`src/rtl/pq_ctrl.sv`:
```
// pq_ctrl: sequencing controller for a 6-entry sorted priority queue.
// It turns an insert stream (valid/ready) and a pop stream (request/grant)
// into loadIn/shiftOut/clear commands for the queue. It issues at most one
// queue operation per cycle and tracks occupancy. Popped values are
// registered with one cycle of latency.
// Optional feature macro: PQ_CTRL_STATS_EN adds the rej_cnt and max_cnt
// statistics outputs.
module pq_ctrl #(
  parameter int W     = 8,
  parameter int DEPTH = 6
) (
  input  logic                         ck,
  input  logic                         r_n,
  input  logic                         ins_valid,
  input  logic [W-1:0]                 ins_data,
  output logic                         ins_ready,
  input  logic                         pop_req,
  output logic                         pop_gnt,
  output logic                         out_valid,
  output logic [W-1:0]                 out_data,
  input  logic                         flush_req,
  input  logic                         drain_req,
  output logic                         busy,
  output logic [$clog2(DEPTH+1)-1:0]   count,
  output logic                         full,
  output logic                         empty,
  output logic [W-1:0]                 q_newVal,
  output logic                         q_loadIn,
  output logic                         q_shiftOut,
  output logic                         q_clear,
  input  logic [W-1:0]                 q_top
`ifdef PQ_CTRL_STATS_EN
  ,
  output logic [15:0]                  rej_cnt,
  output logic [$clog2(DEPTH+1)-1:0]   max_cnt
`endif
);

  localparam int CW = $clog2(DEPTH+1);

  localparam logic [1:0] ST_RUN   = 2'd0;
  localparam logic [1:0] ST_FLUSH = 2'd1;
  localparam logic [1:0] ST_DRAIN = 2'd2;

  logic [1:0]    state_q, state_d;
  logic [CW-1:0] count_q, count_d;
  logic          last_ins_q, last_ins_d;   // 1: last grant was an insert
  logic          out_valid_q;
  logic [W-1:0]  out_data_q;

  logic          ins_elig, pop_elig;
  logic          grant_ins, grant_pop;
  logic          do_shift, do_clear;

  assign full  = (count_q == CW'(DEPTH));
  assign empty = (count_q == '0);

  assign ins_elig = ins_valid & ~full;
  assign pop_elig = pop_req & ~empty;

  // Next-state, arbitration and occupancy decisions for the current cycle.
  always_comb begin
    // NOTE: every variable gets a default before the case so no path can
    // leave one unassigned, which would otherwise infer a latch.
    state_d    = state_q;
    count_d    = count_q;
    last_ins_d = last_ins_q;
    grant_ins  = 1'b0;
    grant_pop  = 1'b0;
    do_shift   = 1'b0;
    do_clear   = 1'b0;
    case (state_q)
      ST_RUN: begin
        if (flush_req) begin
          state_d = ST_FLUSH;
        end else if (drain_req && !empty) begin
          state_d = ST_DRAIN;
        end else begin
          // Round-robin only matters when both are eligible; a full queue
          // makes insert ineligible so pop wins, an empty one the reverse.
          grant_pop = pop_elig & (~ins_elig | last_ins_q);
          grant_ins = ins_elig & ~grant_pop;
          if (grant_ins) begin
            count_d    = count_q + CW'(1);
            last_ins_d = 1'b1;
          end
          if (grant_pop) begin
            count_d    = count_q - CW'(1);
            last_ins_d = 1'b0;
          end
          do_shift = grant_pop;
        end
      end
      ST_FLUSH: begin
        do_clear = 1'b1;
        count_d  = '0;
        state_d  = ST_RUN;
      end
      ST_DRAIN: begin
        if (flush_req) begin
          state_d = ST_FLUSH;
        end else if (!empty) begin
          do_shift = 1'b1;
          count_d  = count_q - CW'(1);
          if (count_q == CW'(1)) state_d = ST_RUN;
        end else begin
          state_d = ST_RUN;
        end
      end
      default: state_d = ST_RUN;
    endcase
  end

  // State, occupancy, arbitration history and popped-value capture.
  always_ff @(posedge ck or negedge r_n) begin
    if (!r_n) begin
      state_q     <= ST_RUN;
      count_q     <= '0;
      last_ins_q  <= 1'b0;
      out_valid_q <= 1'b0;
      out_data_q  <= '0;
    end else begin
      // NOTE: non-blocking assignments so every register samples the
      // pre-edge values, independent of statement order.
      state_q     <= state_d;
      count_q     <= count_d;
      last_ins_q  <= last_ins_d;
      out_valid_q <= do_shift;
      if (do_shift) out_data_q <= q_top;
    end
  end

  // Queue commands and handshakes are forced low while reset is asserted.
  assign ins_ready  = r_n & grant_ins;
  assign pop_gnt    = r_n & grant_pop;
  assign q_loadIn   = r_n & grant_ins;
  assign q_shiftOut = r_n & do_shift;
  assign q_clear    = r_n & do_clear;
  assign q_newVal   = r_n ? ins_data : '0;

  assign busy      = (state_q == ST_FLUSH) || (state_q == ST_DRAIN);
  assign count     = count_q;
  assign out_valid = out_valid_q;
  assign out_data  = out_data_q;

`ifdef PQ_CTRL_STATS_EN
  logic [15:0]   rej_cnt_q;
  logic [CW-1:0] max_cnt_q;

  // Saturating rejected-insert counter and occupancy high-water mark.
  always_ff @(posedge ck or negedge r_n) begin
    if (!r_n) begin
      rej_cnt_q <= '0;
      max_cnt_q <= '0;
    end else if (do_clear) begin
      rej_cnt_q <= '0;
      max_cnt_q <= '0;
    end else begin
      if (ins_valid && !grant_ins && rej_cnt_q != 16'hFFFF)
        rej_cnt_q <= rej_cnt_q + 16'd1;
      if (count_d > max_cnt_q) max_cnt_q <= count_d;
    end
  end

  assign rej_cnt = rej_cnt_q;
  assign max_cnt = max_cnt_q;
`endif

endmodule

```
`config.mk`:
```
export PLATFORM = sky130hd
export DESIGN_NAME = pq_ctrl
export DESIGN_NICKNAME = d
export VERILOG_FILES = /design/src/rtl/pq_ctrl.sv
export SDC_FILE = /design/constraint.sdc
export NUM_CORES = 1
export LEC_CHECK = 0
export CORE_ASPECT_RATIO = 1.4
export CORE_MARGIN = 1
export CORE_UTILIZATION = 40
export DETAILED_ROUTE_END_ITERATION = 10
export MAX_ROUTING_LAYER = met4
export PLACE_DENSITY_LB_ADDON = 0.15
export SYNTH_ARGS = -nofsm -noshare
export SYNTH_HDL_FRONTEND = slang
export SYNTH_SLANG_ARGS = --single-unit
```
`constraint.sdc`:
```
create_clock -name ck -period 2.3 [get_ports ck]
set_input_delay 0.46 -clock ck [delete_from_list [all_inputs] [get_ports ck]]
set_output_delay 0.46 -clock ck [all_outputs]
set_load 0.005 [all_outputs]
```
==> Word level (Yosys, flattened, before mapping) <==
Cells that the tools add are included.
{ "op_classes": {"reduce_logical": 10, "n_bitwise": 15, "eq_ne": 11, "muxes": 26, "addsub": 2} }
{ "op_table": {"columns": ["op", "n"], "rows": [
  ["3-bit two-way mux", 6],
  ["1-bit two-way mux", 11],
  ["2-bit two-way mux", 5],
  ["3-bit one-hot mux with 3 select lines", 1],
  ["1-bit bitwise AND", 8],
  ["8-bit two-way mux", 1],
  ["2-bit != test, second input constant", 4],
  ["3-bit != test, second input constant", 2],
  ["1-bit inverter", 6],
  ["6-bit AND reduction", 1],
  ["4-bit != test, second input constant", 1],
  ["2-bit one-hot mux with 2 select lines", 1],
  ["4-bit AND reduction", 1],
  ["3-bit by 1-bit adder with 3-bit output, second input constant", 1],
  ["3-bit by 1-bit == test with 1-bit output, second input constant", 1],
  ["3-bit == test, second input constant", 1],
  ["3-bit logical NOT", 1],
  ["3-bit nonzero test", 1],
  ["3-bit by 1-bit subtractor with 3-bit output, second input constant", 1],
  ["2-bit by 1-bit == test with 1-bit output, second input constant", 1],
  ["2-bit == test, second input constant", 1],
  ["2-bit logical NOT", 1],
  ["1-bit one-hot mux with 2 select lines", 1],
  ["2-bit AND reduction", 1],
  ["5 further kinds", 5]
]} }
{ "totals": {"wordCells": 69, "in_bits": 22, "reg_bits": 15} }

==> Depth between registers and ports, before layout <==
{ "logic_depth": {"depth_word": 13, "depth_mapped": 10} }

==> Least setup slack after synthesis <==
OpenSTA, ideal clock, no wires.
{ "synth_timing": {"kind": "register -> output", "startpoint": "register count_q[0], in the netlist count[0]", "endpoint": "output q_shiftOut", "path_buffers": 1, "slack_ns": 0.160, "t_arrival_ns": 1.680, "path_stages_with_launch": 10, "path_cell_list": "dfrtp_1 -> inv_1 -> ha_1 -> nand2b_1 -> buf_6 -> inv_2 -> o21ai_2 -> nand4_2 -> a21oi_4 -> and2_1"} }
{ "synth_rtl": {"columns": ["element", "line", "source"], "rows": [
  ["start: declaration", "46", "logic [CW-1:0] count_q, count_d;"],
  ["start signal: assignment", "126", "count_q <= count_d;"],
  ["3-bit logical NOT *", "56", "assign empty = (count_q == '0);"],
  ["named net empty", "26", "output logic empty,"],
  ["1-bit inverter", "59", "assign pop_elig = pop_req & ~empty;"],
  ["1-bit bitwise AND", "59", null],
  ["1-bit bitwise AND", "81", "grant_pop = pop_elig & (~ins_elig | last_ins_q);"],
  ["1-bit two-way mux", "76", "end else if (drain_req && !empty) begin"],
  ["1-bit two-way mux", "74", "if (flush_req) begin"],
  ["1-bit one-hot mux with 2 select lines *", "72", "case (state_q)"],
  ["named net do_shift", "53", "logic do_shift, do_clear;"],
  ["1-bit bitwise AND *", "137", "assign q_shiftOut = r_n & do_shift;"],
  ["end: declaration", "29", "output logic q_shiftOut,"]
]} }
Mark *: on every way through the listed nets, which the timed path passes. The rest lies on a longest branch.

==> Worst setup path after layout <==
{ "layout_timing": {"startpoint": "register count_q[1], in the netlist count[1]", "endpoint": "output q_shiftOut"} }
{ "layout_via": {"elab_chain_len": 10} }
{ "layout_lines": {"columns": ["element", "line", "source"], "rows": [
  ["3-bit == test", "55", "assign full = (count_q == CW'(DEPTH));"],
  ["1-bit inverter", "58", "assign ins_elig = ins_valid & ~full;"],
  ["1-bit bitwise AND", "58", null],
  ["1-bit inverter", "81", null],
  ["1-bit OR", "81", null],
  ["1-bit bitwise AND", "81", null],
  ["1-bit two-way mux", "76", null],
  ["1-bit two-way mux", "74", null],
  ["1-bit one-hot mux with 2 select lines *", "72", null],
  ["named net do_shift", "53", null],
  ["1-bit bitwise AND *", "137", null]
]} }
Marked as above.

==> flow_summary.toml <==
[layout]
drive_gt1_share_pct = 32.2
final_util_pct = 74.7
area_growth_pct = 77.6
post-route-cell-area_um2 = 1790
fin_nets = 208
diodes = 0
layoutNonFillerInstCount = 211
nFillCells = 185

[critical_path]
cp_data_arrival_time_ns = 1.72
cp_slowest_cell = "dfrtp_1"
worstReg2RegEnd = "count[1]"
rrSetupSlack_ns = 0.29
required_ns = 1.84
crit_type = "flop to primary output"
max_stage_delay_ns = 0.39
critPathCaptureType = "primary output"
critPathMaxFanout = 4
startpoint_type = "flop"
cp_common_cell = "inv_2"
worstPathCellList = "inv_2 > ha_4 > nand2b_4 > inv_2 > o21ai_4 > nand4_4 > a21oi_4 > and2_1 > clkbuf_2"
crit_family = "flip-flops"
r2r_cells = 9
critPathBufInv = 3
reg2reg_from = "count[0]"

[synthesis]
yosysSeqAreaShare_pct = 37.3
yosys.area.top_type_share_pct = 37.3
synth_edf_count = 0
synth_cells = 102
yosys-top-cells-area = "dfrtp_1 (37%), ha_1 (10%), mux2_2 (9.0%)"
avgSynthCellArea_um2 = 9.86
synth_common_cells = "dfrtp_1 (15), and2_1 (11), nand2_1 (9), ha_1 (8), mux2_2 (8)"
yosysTopAreaCell = "dfrtp_1"
syn_nets = 132
ys_ff_latch = 15
syn_area_um2 = 1010
yosysMostFrequentCell = "dfrtp_1"
synth-main-ff-cell = "dfrtp_1"
synth.distinct_cells = 30
yosysWarnings = 0
async_reset_ff_share_pct = 100

[sta]
max_slew_margin_pct = 76.4
setup_viol = 0
clock-skew-final_ns = 0.0104
clock.fmax_mhz = 459
rsz0062_at_grt = "no"
finalHoldViolations = 0
finalSetupTns_ns = 0
whs_ns = 0.215
slew_viol_final = 0
fin_crit_sh_pct = 94.7
worstMarginPinSlew_ns = 0.351
fin_ws_ns = 0.122
period_minus_slack_ns = 2.18

[grt]
grt_pass1_vias = 1008
antenna_found_initial = 0
overflow = 0
grt_max_degree = 15
grt_pass1_wl_um = 4240
grt.total_usage_pct = 22.4

[detailed_routing]
num_vias = 1013
drt_iter0_markers = 25
detail_route.wirelength_um = 2720
first_pass_iters = 4
antenna_left = 0
post_drt_wl_per_cell_um = 12.9
avgViaCountPerCell = 4.80
route.detailed.drc = 0

[floorplan]
start_util_pct = 42.1
core_um2 = 2390
ios = 50
die_area_um2 = 2720
fp-row-count = 21
die_w_um = 44.4
die_height_um = 61.3

[worst_hold_path]
hp-class = "input port to async pin"

[placement]
gp_congestion = 0.870
port_buffers = 49
post-place-ws_ns = -0.350
hpwl_um = 2200
placed_area_um2 = 1700
place_inst = 206

[clock_tree]
root_buffer = "clkbuf_4"
cts.path.max_buffers = 2
cts_inserted_buffers = 3
clkTransAtPathRegs_ns = 0.11
cts.sinks = 15
holdBufCountCts = 0
cts_tree = "done"
htree_levels = 1
clock_latency_ns = 0.29

[power_and_ir_drop]
vdd.ir_drop.worst_v = 0.000675
total_power_mw = 1.95
p_per_area_nw_per_um2 = 1090
p_leak_nw = 0.819

[status]
status = "complete, no violations"

[flow_run]
max_cap_viol_count = 0
sequential cells by signal (all words and copies together), names as in the netlist:
register    cells
out_valid       1
count           3
out_data        8
last_ins_q      1
state_q         2
logic make-up after synthesis:
group / count (synthesis) / share of synthesized area [%]
AO/OA/AOI/OAI: 20 / 15.2
adder cells (fa/ha/maj): 8 / 9.95
XOR/XNOR: 1 / 0.871
multiplexers: 11 / 11.9
AND/OR/NAND/NOR: 36 / 19.5
buffers and inverters: 11 / 5.22
flip-flops: 15 / 37.3
report_power, final:
part | internal [mW] | switching (mW)
Combinational | 0.784 | 0.551
Clock | 0.0662 | 0.0960
Sequential | 0.384 | 0.0701
placed cells by master (no fill, tap or decap), types with 2 or more instances in the layout:
| master | netlist | layout |
|---|---|---|
| a211oi_1 | 2 | 2 |
| a31oi_1 | 2 | 2 |
| and2_1 | 11 | 11 |
| buf_2 | 0 | 3 |
| buf_4 | 1 | 25 |
| clkbuf_4 | 0 | 3 |
| clkdlybuf4s50_1 | 0 | 42 |
| dfrtp_1 | 15 | 15 |
| dlymetal6s2s_1 | 0 | 3 |
| ha_1 | 8 | 5 |
| ha_4 | 0 | 2 |
| inv_1 | 7 | 5 |
| inv_2 | 1 | 3 |
| mux2_2 | 8 | 8 |
| mux2i_1 | 3 | 3 |
| nand2_1 | 9 | 6 |
| nand2_2 | 0 | 3 |
| nand2b_1 | 5 | 4 |
| nor2_1 | 6 | 6 |
| o21ai_0 | 4 | 4 |
| o221ai_1 | 2 | 2 |
final cells by class:
class / count / area (um2) / share of cell area, %
clock inverters: 1 / 7.51 / 0.420
inverters: 8 / 30.0 / 1.68
well taps: 34 / 42.5 / 2.38
clock buffers: 3 / 22.5 / 1.26
multi-input cells: 76 / 643 / 36.0
repair buffers: 74 / 666 / 37.3
flip-flops and latches: 15 / 375 / 21.0
per-layer routing:
| layer | vias to the layer above | GRT usage (%) | share of wire, % |
|---|---|---|---|
| met5 | - | - | 0 |
| met4 | 0 | 12.1 | 1.7 |
| met3 | 4 | 2.93 | 2.2 |
| met2 | 29 | 40.5 | 59 |
| met1 | 482 | 23.0 | 37 |
| li1 | 498 | - | - |
worst max-delay path by stage:
| stage | startpoint | slack (ns) | cells after the start | endpoint |
|---|---|---|---|---|
| 6_report | count[1] | 0.12 | 9 | q_shiftOut |
| 4_1_cts | ins_valid | -0.06 | 7 | q_shiftOut |
| 3_3_place_gp | ins_valid | -0.33 | 7 | q_shiftOut |
| 5_1_grt | state_q[0] | 0.008 | 7 | q_loadIn |
| 2_1_floorplan | count[0] | 0.16 | 9 | q_shiftOut |
| 3_5_place_dp | ins_valid | -0.35 | 7 | q_shiftOut |
what timing repair did:
action	in CTS	in global routing
pin swaps	4	6
gates resized for setup	20	14
setup endpoints to repair	5	10
buffers inserted	1	1
Power figures use the tool's default switching activity.
